--- config.mk ---
export PLATFORM = sky130hd
export DESIGN_NAME = rv32_mem_stage_flat
export DESIGN_NICKNAME = d
export VERILOG_FILES = /design/src/rtl/rv32_mem_stage.sv /design/src/rtl/rv32_mem_stage_if.sv /design/src/flat_wrapper.sv
export SDC_FILE = /design/constraint.sdc
export NUM_CORES = 1
export LEC_CHECK = 0
export CAP_MARGIN = 10
export CORE_MARGIN = 10
export CORE_UTILIZATION = 38
export DETAILED_ROUTE_END_ITERATION = 8
export PLACE_DENSITY = 0.78
export SYNTH_ARGS = -nofsm -noshare
export SYNTH_HDL_FRONTEND = slang
export SYNTH_SLANG_ARGS = --single-unit
export TNS_END_PERCENT = 30
--- constraint.sdc ---
create_clock -name clk -period 2.9 [get_ports clk]
set_clock_uncertainty 0.05 [all_clocks]
set_input_delay 0.725 -clock clk [delete_from_list [all_inputs] [get_ports clk]]
set_output_delay 0.725 -clock clk [all_outputs]
set_load 0.03 [all_outputs]
--- src/rtl/rv32_mem_stage.sv ---
// rv32 memory stage: issues load/store transactions on the data bus, formats
// load data and registers the writeback buffer; stalls the front end while busy.
`ifndef RV_NOP
`define RV_NOP 32'h0000_0013
`endif

package rv32_mem_pkg;
   typedef enum logic [3:0] {
      MEM_NONE, MEM_LB, MEM_LH, MEM_LW, MEM_LBU, MEM_LHU, MEM_SB, MEM_SH, MEM_SW
   } mem_op_t;

   typedef enum logic [1:0] {WB_SRC_NONE, WB_SRC_ALU, WB_SRC_MEM, WB_SRC_PC4} wb_src_t;

   typedef struct packed {
      mem_op_t mem_op;
      wb_src_t wb_result_src;
   } decoded_instr_t;

   typedef struct packed {
      logic [31:0]    instr;
      logic [31:0]    pc;
      decoded_instr_t decoded_instr;
      logic [31:0]    mem_addr;
      logic [31:0]    wb_result;
   } exec_mem_buffer_t;

   typedef struct packed {
      logic [31:0]    instr;
      logic [31:0]    pc;
      decoded_instr_t decoded_instr;
      logic [31:0]    wb_result;
   } mem_wb_buffer_t;

   localparam logic [31:0] RV_NOP_INSTR = `RV_NOP;

   function automatic decoded_instr_t create_nop_ctrl();
      decoded_instr_t c;
      c.mem_op        = MEM_NONE;
      c.wb_result_src = WB_SRC_NONE;
      return c;
   endfunction
endpackage

module rv32_mem_stage
   import rv32_mem_pkg::*;
(
   input  logic             clk,
   input  logic             resetn,
   input  exec_mem_buffer_t exec_mem_buff,
   output mem_wb_buffer_t   mem_wb_buff,
   input  logic             stop,
   output logic             mem_busy,
   output logic [31:0]      wb_bypass,
   output logic             misaligned_exc,
   rv32_mem_stage_if.master dbus
);
   typedef enum logic [1:0] {IDLE, WAIT_RVALID, HOLD} state_t;

   state_t         state, state_nxt;
   logic [31:0]    rdata_q, rdata_nxt;
   mem_wb_buffer_t wb_nxt, wb_pass;
   logic           exc_nxt;
   mem_op_t        op;
   logic [1:0]     off;
   logic           is_load, is_store, is_mem, misaligned;

   function automatic logic [31:0] load_fmt(mem_op_t lop, logic [1:0] loff, logic [31:0] rd);
      logic [15:0] sh;
      sh = 16'(rd >> {loff, 3'b000});
      case (lop)
         MEM_LB:  return {{24{sh[7]}}, sh[7:0]};
         MEM_LBU: return {24'h0, sh[7:0]};
         MEM_LH:  return {{16{sh[15]}}, sh[15:0]};
         MEM_LHU: return {16'h0, sh[15:0]};
         default: return rd;
      endcase
   endfunction

   always_comb begin
      op         = exec_mem_buff.decoded_instr.mem_op;
      off        = exec_mem_buff.mem_addr[1:0];
      is_load    = op inside {MEM_LB, MEM_LH, MEM_LW, MEM_LBU, MEM_LHU};
      is_store   = op inside {MEM_SB, MEM_SH, MEM_SW};
      is_mem     = is_load | is_store;
      misaligned = ((op inside {MEM_LH, MEM_LHU, MEM_SH}) && off[0]) ||
                   ((op inside {MEM_LW, MEM_SW}) && (off != 2'b00));
   end

   // Bus fields follow exec_mem_buff, which the front end holds stable while mem_busy is high.
   always_comb begin
      dbus.data_we    = is_store;
      dbus.data_addr  = {exec_mem_buff.mem_addr[31:2], 2'b00};
      dbus.data_wdata = exec_mem_buff.wb_result;
      dbus.data_be    = 4'b1111;
      case (op)
         MEM_SB, MEM_LB, MEM_LBU: begin
            dbus.data_be    = 4'b0001 << off;
            dbus.data_wdata = {4{exec_mem_buff.wb_result[7:0]}};
         end
         MEM_SH, MEM_LH, MEM_LHU: begin
            dbus.data_be    = 4'b0011 << off;
            dbus.data_wdata = {2{exec_mem_buff.wb_result[15:0]}};
         end
         default: ;
      endcase
   end

   always_comb begin
      wb_pass.instr         = exec_mem_buff.instr;
      wb_pass.pc            = exec_mem_buff.pc;
      wb_pass.decoded_instr = exec_mem_buff.decoded_instr;
      wb_pass.wb_result     = exec_mem_buff.wb_result;
   end

   always_comb begin
      state_nxt     = state;
      rdata_nxt     = rdata_q;
      wb_nxt        = mem_wb_buff;
      exc_nxt       = 1'b0;
      mem_busy      = 1'b0;
      dbus.data_req = 1'b0;
      unique case (state)
         IDLE: begin
            if (!is_mem) begin
               if (!stop) wb_nxt = wb_pass;
            end else if (stop) begin
               mem_busy = 1'b1;
            end else if (misaligned) begin
               exc_nxt                     = 1'b1;
               wb_nxt.instr                = `RV_NOP;
               wb_nxt.pc                   = exec_mem_buff.pc;
               wb_nxt.decoded_instr        = create_nop_ctrl();
               wb_nxt.wb_result            = '0;
            end else begin
               dbus.data_req = 1'b1;
               mem_busy      = 1'b1;
               if (dbus.data_gnt) begin
                  if (is_store) begin
                     mem_busy                           = 1'b0;
                     wb_nxt                             = wb_pass;
                     wb_nxt.decoded_instr.wb_result_src = WB_SRC_NONE;
                     wb_nxt.wb_result                   = '0;
                  end else begin
                     state_nxt = WAIT_RVALID;
                  end
               end
            end
         end
         WAIT_RVALID: begin
            mem_busy = 1'b1;
            if (dbus.data_rvalid) begin
               if (!stop) begin
                  mem_busy         = 1'b0;
                  wb_nxt           = wb_pass;
                  wb_nxt.wb_result = load_fmt(op, off, dbus.data_rdata);
                  state_nxt        = IDLE;
               end else begin
                  rdata_nxt = dbus.data_rdata;
                  state_nxt = HOLD;
               end
            end
         end
         HOLD: begin
            mem_busy = 1'b1;
            if (!stop) begin
               mem_busy         = 1'b0;
               wb_nxt           = wb_pass;
               wb_nxt.wb_result = load_fmt(op, off, rdata_q);
               state_nxt        = IDLE;
            end
         end
         default: state_nxt = IDLE;
      endcase
   end

   always_ff @(posedge clk or negedge resetn) begin
      if (!resetn) begin
         state                     <= IDLE;
         rdata_q                   <= '0;
         misaligned_exc            <= 1'b0;
         mem_wb_buff.instr         <= `RV_NOP;
         mem_wb_buff.pc            <= '0;
         mem_wb_buff.decoded_instr <= create_nop_ctrl();
         mem_wb_buff.wb_result     <= '0;
      end else begin
         state          <= state_nxt;
         rdata_q        <= rdata_nxt;
         misaligned_exc <= exc_nxt;
         mem_wb_buff    <= wb_nxt;
      end
   end

   assign wb_bypass = mem_wb_buff.wb_result;

   // The bus never returns read data in the cycle it grants a request.
   a_no_gnt_rvalid: assert property (@(posedge clk) disable iff (!resetn)
      !(dbus.data_gnt && dbus.data_rvalid));
endmodule

--- src/rtl/rv32_mem_stage_if.sv ---
// Data-memory bus between the rv32 memory stage (master) and data memory (slave).
// Word-addressed request/grant with a separate read-data-valid response.
interface rv32_mem_stage_if;
   logic        data_req;
   logic        data_we;
   logic [3:0]  data_be;
   logic [31:0] data_addr;
   logic [31:0] data_wdata;
   logic        data_gnt;
   logic        data_rvalid;
   logic [31:0] data_rdata;

   modport master (
      output data_req, data_we, data_be, data_addr, data_wdata,
      input  data_gnt, data_rvalid, data_rdata
   );

   modport slave (
      input  data_req, data_we, data_be, data_addr, data_wdata,
      output data_gnt, data_rvalid, data_rdata
   );
endinterface

--- src/flat_wrapper.sv ---
// flat-port wrapper written by rule: the top's interface ports become plain ports
module rv32_mem_stage_flat import rv32_mem_pkg::*;
  (clk, resetn, exec_mem_buff, mem_wb_buff, stop, mem_busy, wb_bypass, misaligned_exc, dbus_data_req, dbus_data_we, dbus_data_be, dbus_data_addr, dbus_data_wdata, dbus_data_gnt, dbus_data_rvalid, dbus_data_rdata);
  rv32_mem_stage_if dbus_i ();
  input  logic clk;
  input  logic resetn;
  input  exec_mem_buffer_t exec_mem_buff;
  output mem_wb_buffer_t mem_wb_buff;
  input  logic stop;
  output logic mem_busy;
  output logic [31:0] wb_bypass;
  output logic misaligned_exc;
  output wire logic [$bits(dbus_i.data_req)-1:0] dbus_data_req;
  output wire logic [$bits(dbus_i.data_we)-1:0] dbus_data_we;
  output wire logic [$bits(dbus_i.data_be)-1:0] dbus_data_be;
  output wire logic [$bits(dbus_i.data_addr)-1:0] dbus_data_addr;
  output wire logic [$bits(dbus_i.data_wdata)-1:0] dbus_data_wdata;
  input wire logic [$bits(dbus_i.data_gnt)-1:0] dbus_data_gnt;
  input wire logic [$bits(dbus_i.data_rvalid)-1:0] dbus_data_rvalid;
  input wire logic [$bits(dbus_i.data_rdata)-1:0] dbus_data_rdata;
  assign dbus_data_req = dbus_i.data_req;
  assign dbus_data_we = dbus_i.data_we;
  assign dbus_data_be = dbus_i.data_be;
  assign dbus_data_addr = dbus_i.data_addr;
  assign dbus_data_wdata = dbus_i.data_wdata;
  assign dbus_i.data_gnt = dbus_data_gnt;
  assign dbus_i.data_rvalid = dbus_data_rvalid;
  assign dbus_i.data_rdata = dbus_data_rdata;
  rv32_mem_stage u_core (.clk(clk), .resetn(resetn), .exec_mem_buff(exec_mem_buff), .mem_wb_buff(mem_wb_buff), .stop(stop), .mem_busy(mem_busy), .wb_bypass(wb_bypass), .misaligned_exc(misaligned_exc), .dbus(dbus_i));
endmodule
==> impl_metrics.env, run 1 <==
export IMPL_final_cells=1465
export IMPL_synth_edf_count=0
export IMPL_postSynthCellCount=858
export IMPL_initial_core_util_pct=38.9
export IMPL_hold_viol_final=0
export IMPL_yosysSeqAreaShare_pct=43.2
export IMPL_crit_chain="buf_8 -> nor3b_4 -> a21oi_4 -> a31oi_4 -> buf_6 -> buf_6 -> mux2_4 -> buf_6"
export IMPL_clockBufferDepth=2
export IMPL_holdWs_ns=0.219
export IMPL_hold_class="in2async"
export IMPL_grt_start_max_net_pins=62
export IMPL_chipWidth_um=165
export IMPL_multiInputGateArea_sq_um=3820
export IMPL_place_congestion=0.901
export IMPL_finalCritPeriodShare_pct=99.7
export IMPL_critPathKind="in2out"
export IMPL_place_inst=1427
export IMPL_status="finished clean"
export IMPL_grt_pass1_wl_mm=47.9
export IMPL_vias_per_cell=5.43
export IMPL_cpMaxStageDelayCell="mux2_4"
export IMPL_wirelength_mm=32.3
export IMPL_antenna_found_initial=1
export IMPL_drc_errors=0
export IMPL_register_area_sq_um=3430
export IMPL_critPathMaxStageDelay_ns=0.33
export IMPL_clock_latency_ns=0.43
export IMPL_crit_top_cell="buf_6"
export IMPL_grt_total_usage_pct=22.8
export IMPL_portBuffers=314
export IMPL_post_route_util_pct=61.5
export IMPL_drtIter0Drc=826
export IMPL_synth_compound_area_share_pct=19.2
export IMPL_grt_pass1_vias=7972
export IMPL_die_area_sq_um=27100
export IMPL_setup_violations=0
export IMPL_muxShareOfSynthArea_pct=9.62
export IMPL_layout_commonest_cell="clkdlybuf4s50_1"
export IMPL_setup_slack_ns=0.00864
export IMPL_io_pins=377
export IMPL_num_rows=52
export IMPL_pre_cts_ws_ns=-0.861
export IMPL_syn_area_per_cell_sq_um=9.27
export IMPL_tightest_slew_ns=0.627
export IMPL_synth_top_family_by_area="compound AO/OA/AOI/OAI gates"
export IMPL_synth_warnings=0
export IMPL_slew_headroom_pct=58.2
export IMPL_cts_sinks=137
export IMPL_wl_per_cell_um=22.1
export IMPL_chipHeight_um=165
export IMPL_cts_tree="done"
export IMPL_synth_seq_cells=137
export IMPL_dr_pass1_iters=5
export IMPL_timing_fmax_mhz=346
export IMPL_start_kind="input port"
export IMPL_vias=7954
export IMPL_ctsHtreeMaxLevel=4
export IMPL_synth_simple_area_share_pct=16.1
export IMPL_diodes=0
export IMPL_end_kind="output pin"
export IMPL_vdd_drop_max_uv=479
export IMPL_synth_cell_types=58
export IMPL_min_period_ns=2.89
export IMPL_crit_fanout=7
export IMPL_fin_nets=1357
export IMPL_synth_fa_ha_area_share_pct=0.630
export IMPL_dp_final_hpwl_mm=25.2
export IMPL_synth_xor_area_share_pct=0.220
export IMPL_final_cell_mix="clkdlybuf4s50_1, nand2_1, dfrtp_1"
export IMPL_netlist_area_sq_um=7950
export IMPL_maxSlewViolCount=0
export IMPL_cellLeakagePower_nw=5.58
export IMPL_syn2layout_area_growth_pct=58.0
export IMPL_holdBufCountCts=0
export IMPL_rsz0062_at_grt="yes"
export IMPL_total_power_mw=13.3
export IMPL_root_buffer="clkbuf_16"
export IMPL_drv_cap=0
export IMPL_p_per_area_nw_per_um2=1060
export IMPL_ant_nets=0
export IMPL_fill_cells=1626
export IMPL_cts_buffers=17
export IMPL_synth_main_ff_cell="dfrtp_1"
export IMPL_critPathArrivalTime_ns=2.12
export IMPL_required_ns=2.12
export IMPL_overflow=0
export IMPL_layout_drive_gt1_share_pct=23.9
export IMPL_coreArea_sq_um=20400
export IMPL_clk_pin_slew_ns=0.07
export IMPL_async_flop_share_pct=100
==> repair_timing <==
item / 4_1_cts / 5_1_grt
pin swaps: 6 / 4
buffers inserted: 4 / 2
endpoints found under the setup margin: 85 / 16
resized for setup: 89 / 25
==> cell type report <==
cell class | instances | area share [%]
Sequential cell | 137 | 27.3
Clock inverter | 15 | 1.12
Inverter | 5 | 0.149
Clock buffer | 17 | 3.39
Timing Repair Buffer | 442 | 34.9
Tap cell | 270 | 2.69
Multi-Input combinational cell | 579 | 30.4
==> registers in the layout (all words and copies together) (netlist names) <==
signal / count
u_core.mem_wb_buff: 70
u_core.misaligned_exc: 1
u_core.rdata_q: 32
u_core.state: 2
u_core.wb_bypass: 32
==> synth_stat cells (2+ instances only) <==
| library cell | n | area, sq um |
|---|---|---|
| nand2_1 | 189 | 709 |
| dfrtp_1 | 134 | 3350 |
| buf_4 | 73 | 548 |
| nor2_1 | 52 | 195 |
| mux2_2 | 47 | 529 |
| a22o_1 | 36 | 315 |
| o21ai_0 | 36 | 180 |
| clkbuf_1 | 34 | 128 |
| a21oi_1 | 29 | 145 |
| a22oi_1 | 22 | 165 |
| buf_2 | 22 | 110 |
| mux2i_1 | 19 | 190 |
| o22ai_1 | 18 | 113 |
| a221o_1 | 16 | 160 |
| and3_1 | 16 | 100 |
| a211oi_1 | 14 | 105 |
| nand3_1 | 8 | 40.0 |
| o221ai_1 | 7 | 61.3 |
| o211ai_1 | 6 | 45.0 |
| buf_6 | 5 | 56.3 |
| inv_1 | 5 | 18.8 |
| nor3_1 | 5 | 25.0 |
| o211a_1 | 5 | 50.1 |
| buf_1 | 4 | 15.0 |
| ha_1 | 4 | 50.1 |
| nor2b_1 | 4 | 25.0 |
| dfstp_2 | 3 | 78.8 |
| nor3b_1 | 3 | 22.5 |
| o2111ai_1 | 3 | 26.3 |
| a311o_1 | 2 | 20.0 |
| and2_1 | 2 | 12.5 |
| mux4_2 | 2 | 45.0 |
| nor3_4 | 2 | 32.5 |
| nor4b_1 | 2 | 17.5 |
| o22a_1 | 2 | 17.5 |
| o2bb2ai_1 | 2 | 17.5 |
| o31ai_1 | 2 | 15.0 |
| or3_1 | 2 | 12.5 |
| xnor2_1 | 2 | 17.5 |
==> metrics by stage <==
stage	setup TNS [ns]	area, sq um
floorplan	-0.107	7960
global placement	-64.09	11800
detailed placement	-64.24	11800
CTS	0	12500
global route	-0.0697	12600
finish	0	12600
==> report_power, final <==
part           leakage, nW  internal, mW  total (mW)  switching (mW)
Sequential            1.70          2.81        3.45           0.636
Combinational         3.60          3.38        7.72            4.34
Clock                0.279          1.13        2.12           0.985
Total                 5.58          7.33        13.3            5.96
==> metal layers <==
metal,part of all wire (%),vias up,GRT usage [%]
met5,0.040,-,0
met4,3.4,2,8.86
met3,8.8,74,6.82
met2,48,391,38.0
met1,39,3857,27.1
li1,-,3630,-
==> final timing paths <==
path,start,endpoint,slack [ns],cells after the start
max,exec_mem_buff[67],dbus_data_wdata[16],0.009,8
min,resetn,u_core.rdata_q[26]$_DFFE_PN0P_,0.22,1
max reg2reg,u_core.state[0]$_DFFE_PN0P_,u_core.mem_wb_buff[71]$_DFFE_PN1P_,0.45,9
min reg2reg,u_core.mem_wb_buff[39]$_DFFE_PN0P_,u_core.mem_wb_buff[39]$_DFFE_PN0P_,0.42,2
max in group asynchronous,resetn,u_core.mem_wb_buff[77]$_DFFE_PN0P_,1.91,2
min in group clk,u_core.mem_wb_buff[39]$_DFFE_PN0P_,u_core.mem_wb_buff[39]$_DFFE_PN0P_,0.42,2
==> critical path, delay by kind of cell <==
kind | cells | cell delay, ns
simple gates | 1 | 0.24
mux | 1 | 0.33
buf+inv | 4 | 0.55
compound gates | 2 | 0.27
==> kinds of logic (layout without fill, tap and decap cells) <==
group	count (synthesis)	in the layout
flip-flops	137	137
buffers and inverters	143	479
multiplexers	68	68
XOR/XNOR	2	2
AND/OR/NAND/NOR	294	294
other	1	2
AO/OA/AOI/OAI	209	209
adder cells (fa/ha/maj)	4	4
Power figures use the tool's default switching activity.
==> inputs of run 2 (changes only) <==
--- a/config.mk
+++ b/config.mk
@@ -6,10 +6,12 @@
 export NUM_CORES = 1
 export LEC_CHECK = 0
 export CAP_MARGIN = 10
-export CORE_MARGIN = 10
-export CORE_UTILIZATION = 38
+export CORE_AREA = 10 10 136 138
 export DETAILED_ROUTE_END_ITERATION = 8
-export PLACE_DENSITY = 0.78
+export DIE_AREA = 0 0 146 148
+export DONT_BUFFER_PORTS = 1
+export PLACE_DENSITY = 0.68
+export SETUP_SLACK_MARGIN = 0.5
 export SYNTH_ARGS = -nofsm -noshare
 export SYNTH_HDL_FRONTEND = slang
 export SYNTH_SLANG_ARGS = --single-unit
==> run 2 against run 1 <==
The flow now finishes with violations (negative hold slack). Utilization fell by 6.6 points. Flip-flop and latch count is the same. Fmax grew 13%. Critical path type unchanged. Critical endpoint is now dbus_data_wdata[14].
==> impl_metrics.env, run 2 (same netlist as run 1, synthesis figures left out) <==
export IMPL_slew_headroom_pct=49.9
export IMPL_internal_power_mw=5.64
export IMPL_p_per_area_nw_per_um2=1280
export IMPL_crit_fanout=14
export IMPL_place_congestion=0.920
export IMPL_root_buffer="clkbuf_16"
export IMPL_required_ns=2.12
export IMPL_ant_nets=0
export IMPL_grt_start_max_net_pins=138
export IMPL_swShare_pct=48.9
export IMPL_io_pins=377
export IMPL_start_kind="input port"
export IMPL_place_inst=967
export IMPL_rsz0062_at_grt="yes"
export IMPL_wl_per_cell_um=28.0
export IMPL_cts_buffers=17
export IMPL_netSwitchingPower_mw=5.40
export IMPL_cts_sinks=137
export IMPL_diodes=0
export IMPL_wirelength_mm=28.2
export IMPL_register_area_sq_um=3430
export IMPL_layout_commonest_cell="nand2_1"
export IMPL_fill_cells=1377
export IMPL_min_period_ns=2.56
export IMPL_overflow=0
export IMPL_layout_drive_gt1_share_pct=22.0
export IMPL_violations="negative hold slack"
export IMPL_drv_cap=0
export IMPL_die_area_sq_um=21600
export IMPL_fin_nets=950
export IMPL_grt_pass1_wl_mm=41.8
export IMPL_setup_violations=0
export IMPL_final_cell_mix="nand2_1, dfrtp_1, nor2_1"
export IMPL_vias=6450
export IMPL_clkPwrFrac_pct=20.5
export IMPL_antenna_found_initial=0
export IMPL_largest_register="u_core.mem_wb_buff"
export IMPL_critPathKind="in2out"
export IMPL_timing_fmax_mhz=391
export IMPL_vias_per_cell=6.42
export IMPL_ctsHtreeMaxLevel=4
export IMPL_clockBufferDepth=2
export IMPL_dp_final_hpwl_mm=21.5
export IMPL_sequentialPowerShare_pct=48.0
export IMPL_chipWidth_um=146
export IMPL_pre_cts_ws_ns=0.0924
export IMPL_drtIter0Drc=672
export IMPL_grt_total_usage_pct=25.0
export IMPL_dr_pass1_iters=6
export IMPL_hold_viol_final=119
export IMPL_holdWs_ns=-0.0493
export IMPL_setup_tns_ns=0
export IMPL_critPathArrivalTime_ns=1.78
export IMPL_p_comb_share_pct=31.4
export IMPL_initial_core_util_pct=50.6
export IMPL_setup_slack_ns=0.342
export IMPL_portBuffers=0
export IMPL_maxSlewViolCount=0
export IMPL_clock_latency_ns=0.42
export IMPL_coreArea_sq_um=15700
export IMPL_chipHeight_um=148
export IMPL_grt_pass1_vias=6423
export IMPL_multiInputGateArea_sq_um=3940
export IMPL_syn2layout_area_growth_pct=8.39
export IMPL_end_kind="output pin"
export IMPL_largest_reg_flops=70
export IMPL_num_rows=46
export IMPL_cts_tree="done"
export IMPL_vdd_drop_max_uv=499
export IMPL_clk_pin_slew_ns=0.06
export IMPL_tightest_slew_ns=0.752
export IMPL_drc_errors=0
export IMPL_cellLeakagePower_nw=3.84
export IMPL_finalCritPeriodShare_pct=88.2
export IMPL_hold_class="in2async"
export IMPL_final_cells=1004
export IMPL_status="finished with violations"
run 2: changes by cell type in the layout (fill, tap and decap cells not counted), moves of 4 or more:
cell / previous run / this run
clkdlybuf4s50_1: 271 / 0
nand2_1: 187 / 179
a22oi_1: 22 / 15
buf_2: 6 / 0
buf_4: 119 / 27
buf_6: 11 / 3
mux2_4: 2 / 15
a22oi_2: 0 / 7
nand2_2: 2 / 10
clkdlybuf4s15_2: 4 / 0
mux2_2: 45 / 32
buf_12: 27 / 5
run 2: metal layers:
layer  wire (um)  GRT usage, %
met5           0             0
met4         958          9.86
met3        3440          11.8
met2       13400          39.9
met1       10300          28.5
run 2: layout make-up:
type	instances	share of cell area, %
well taps	216	3.14
flip-flops and latches	137	39.8
multi-input cells	579	45.7
clock inverters	14	2.18
clock buffers	18	4.98
repair buffers	35	3.91
inverters	5	0.218
run 2: worst paths after layout:
path | start | end | slack [ns] | cells past startpoint
max | exec_mem_buff[67] | dbus_data_wdata[14] | 0.34 | 5
min | resetn | u_core.rdata_q[15]$_DFFE_PN0P_ | -0.05 | 0
max reg2reg | u_core.state[0]$_DFFE_PN0P_ | u_core.wb_bypass[13]$_DFFE_PN0P_ | 0.53 | 8
min reg2reg | u_core.rdata_q[13]$_DFFE_PN0P_ | u_core.rdata_q[13]$_DFFE_PN0P_ | 0.49 | 1
max in group asynchronous | resetn | u_core.mem_wb_buff[74]$_DFFE_PN1P_ | 2.56 | 0
min in group clk | stop | u_core.misaligned_exc$_DFF_PN0_ | 0.34 | 1
run 2: worst max-delay path: stages:
cell and delay, ns:
nor3b_2 0.18, a21oi_2 0.08, nor2_4 0.21, buf_12 0.20, mux2_4 0.38
run 2: power by group through the flow:
stage                     combinational, mW  sequential [mW]  clock (mW)
after global placement                 3.24             5.32           0
after CTS                              3.43             5.32        2.30
after global routing                   3.81             5.43        2.41
after floorplan                        3.33             4.57           0
final                                  3.47             5.30        2.26
after detailed placement               3.36             5.36           0
run 2: what timing repair did:
action	in CTS	in global routing
pin swaps	6	5
endpoints found under the hold margin	134	134
resized for setup	13	12
endpoints found under the setup margin	30	92
buffers inserted	5	0
gates cloned	0	0
run 2: metrics by stage:
step	instance area [sq um]	hold slack (ns)	power, mW	util (%)
2_1_floorplan	8220	0.379	7.90	-
3_3_place_gp	7870	0.386	8.56	50.1
3_5_place_dp	7870	0.386	8.72	50.1
4_1_cts	8570	-0.0699	11.0	54.6
5_1_grt	8620	-0.0735	11.6	54.8
6_report	8620	-0.0493	11.0	54.8
==> inputs of run 3 (changes only) <==
--- a/config.mk
+++ b/config.mk
@@ -12,6 +12,7 @@
 export DONT_BUFFER_PORTS = 1
 export PLACE_DENSITY = 0.68
 export SETUP_SLACK_MARGIN = 0.5
+export SKIP_CTS_REPAIR_TIMING = 1
 export SYNTH_ARGS = -nofsm -noshare
 export SYNTH_HDL_FRONTEND = slang
 export SYNTH_SLANG_ARGS = --single-unit
==> run 3 against run 2 <==
The flow still finishes with violations (negative hold slack). Via count is the same. Flip-flop and latch count stayed put. Worst hold slack worse by 0.0043 ns. Register-to-register slack got worse by 0.03 ns. Critical endpoint unchanged. Design area down 0.13%. Final cell count hardly changed. Largest power group unchanged. Sequential share of layout area grew 0.052 points. Combinational power is essentially flat. Critical path depth stayed put.
==> impl_metrics.env, run 3 (same netlist as run 1, synthesis figures left out) <==
export IMPL_status="finished with violations"
export IMPL_violations="negative hold slack"
export IMPL_grt_total_usage_pct=24.9
export IMPL_chipWidth_um=146
export IMPL_crit_chain="nor3b_2 -> a21oi_2 -> nor2_4 -> buf_12 -> mux2_4"
export IMPL_critPathKind="in2out"
export IMPL_grt_pass1_wl_mm=41.6
export IMPL_slew_headroom_pct=50.3
export IMPL_cpMaxStageDelayCell="mux2_4"
export IMPL_hold_class="in2async"
export IMPL_ant_nets=0
export IMPL_cts_buffers=17
export IMPL_p_comb_share_pct=31.4
export IMPL_fill_cells=1380
export IMPL_ctsHtreeMaxLevel=4
export IMPL_tightest_slew_ns=0.746
export IMPL_crit_family="simple AND/OR/NAND/NOR gates"
export IMPL_grt_pass1_vias=6377
export IMPL_swShare_pct=49.0
export IMPL_clk_pin_slew_ns=0.07
export IMPL_drv_cap=0
export IMPL_antenna_found_initial=1
export IMPL_register_area_sq_um=3430
export IMPL_setup_slack_ns=0.336
export IMPL_netSwitchingPower_mw=5.41
export IMPL_end_kind="output pin"
export IMPL_clock_latency_ns=0.43
export IMPL_largest_register="u_core.mem_wb_buff"
export IMPL_vias_per_cell=6.42
export IMPL_min_period_ns=2.56
export IMPL_portBuffers=0
export IMPL_cts_sinks=137
export IMPL_maxSlewViolCount=0
export IMPL_num_rows=46
export IMPL_final_cell_mix="nand2_1, dfrtp_1, nor2_1"
export IMPL_multiInputGateArea_sq_um=3930
export IMPL_post_route_util_pct=54.8
export IMPL_layout_drive_gt1_share_pct=21.9
export IMPL_start_kind="input port"
export IMPL_clockBufferDepth=2
export IMPL_setup_tns_ns=0
export IMPL_wirelength_mm=28.4
export IMPL_timing_fmax_mhz=390
export IMPL_critPathArrivalTime_ns=1.79
export IMPL_finalCritPeriodShare_pct=88.4
export IMPL_wl_per_cell_um=28.2
export IMPL_critPathMaxStageDelay_ns=0.38
export IMPL_largest_reg_flops=70
export IMPL_vias=6450
export IMPL_holdWs_ns=-0.0536
export IMPL_syn2layout_area_growth_pct=8.25
export IMPL_dr_pass1_iters=6
export IMPL_root_buffer="clkbuf_16"
export IMPL_cellLeakagePower_nw=3.84
export IMPL_sequentialPowerShare_pct=48.1
export IMPL_cts_tree="done"
export IMPL_fin_nets=951
export IMPL_place_congestion=0.920
export IMPL_layout_commonest_cell="nand2_1"
export IMPL_cp_num_buf_inv=1
export IMPL_diodes=0
export IMPL_required_ns=2.12
export IMPL_rsz0062_at_grt="yes"
export IMPL_drc_errors=0
export IMPL_drtIter0Drc=689
export IMPL_p_per_area_nw_per_um2=1280
export IMPL_io_pins=377
export IMPL_hold_viol_final=128
export IMPL_vdd_drop_max_uv=499
export IMPL_chipHeight_um=148
export IMPL_pre_cts_ws_ns=0.0924
export IMPL_crit_fanout=14
export IMPL_setup_violations=0
export IMPL_internal_power_mw=5.63
export IMPL_initial_core_util_pct=50.6
export IMPL_coreArea_sq_um=15700
export IMPL_clkPwrFrac_pct=20.6
export IMPL_dp_final_hpwl_mm=21.5
export IMPL_overflow=0
export IMPL_die_area_sq_um=21600
export IMPL_grt_start_max_net_pins=138
run 3: path summary, 6_finish.rpt:
kind,startpoint,end,slack (ns),cells past startpoint
setup / recovery,exec_mem_buff[67],dbus_data_wdata[14],0.34,5
hold reg to reg,u_core.rdata_q[13]$_DFFE_PN0P_,u_core.rdata_q[13]$_DFFE_PN0P_,0.49,1
min in group clk,stop,u_core.misaligned_exc$_DFF_PN0_,0.33,1
setup reg to reg,u_core.state[0]$_DFFE_PN0P_,u_core.wb_bypass[13]$_DFFE_PN0P_,0.50,8
max in group asynchronous,resetn,u_core.mem_wb_buff[74]$_DFFE_PN1P_,2.56,0
hold / removal,resetn,u_core.rdata_q[15]$_DFFE_PN0P_,-0.05,0
run 3: stage by stage:
stage | instance area [sq um] | power, mW | cells
after global routing | 8610 | 11.6 | 1005
final | 8610 | 11.0 | 1005
after global placement | 7870 | 8.56 | 967
after CTS | 8480 | 11.0 | 999
after detailed placement | 7870 | 8.72 | 967
after floorplan | 8220 | 7.90 | 859
run 3: power by group through the flow:
stage	Clock (mW)	Sequential, mW	Combinational (mW)
floorplan	0	4.57	3.33
global placement	0	5.32	3.24
detailed placement	0	5.36	3.36
CTS	2.30	5.32	3.38
global route	2.41	5.43	3.80
finish	2.27	5.31	3.46
run 3: metal layers:
metal	up-vias	routed length, um	global-route usage [%]
met5	-	7	0
met4	2	815	9.11
met3	60	3360	11.6
met2	422	13600	40.2
met1	3150	10500	28.4
li1	2816	-	-
run 3: area by class of cell:
type / instances / share of cell area [%]
inverter: 5 / 0.218
sequential: 137 / 39.9
clock buffer: 18 / 4.99
clock inverter: 14 / 2.18
tap: 216 / 3.14
timing repair buffer: 36 / 3.91
multi-input combinational: 579 / 45.7
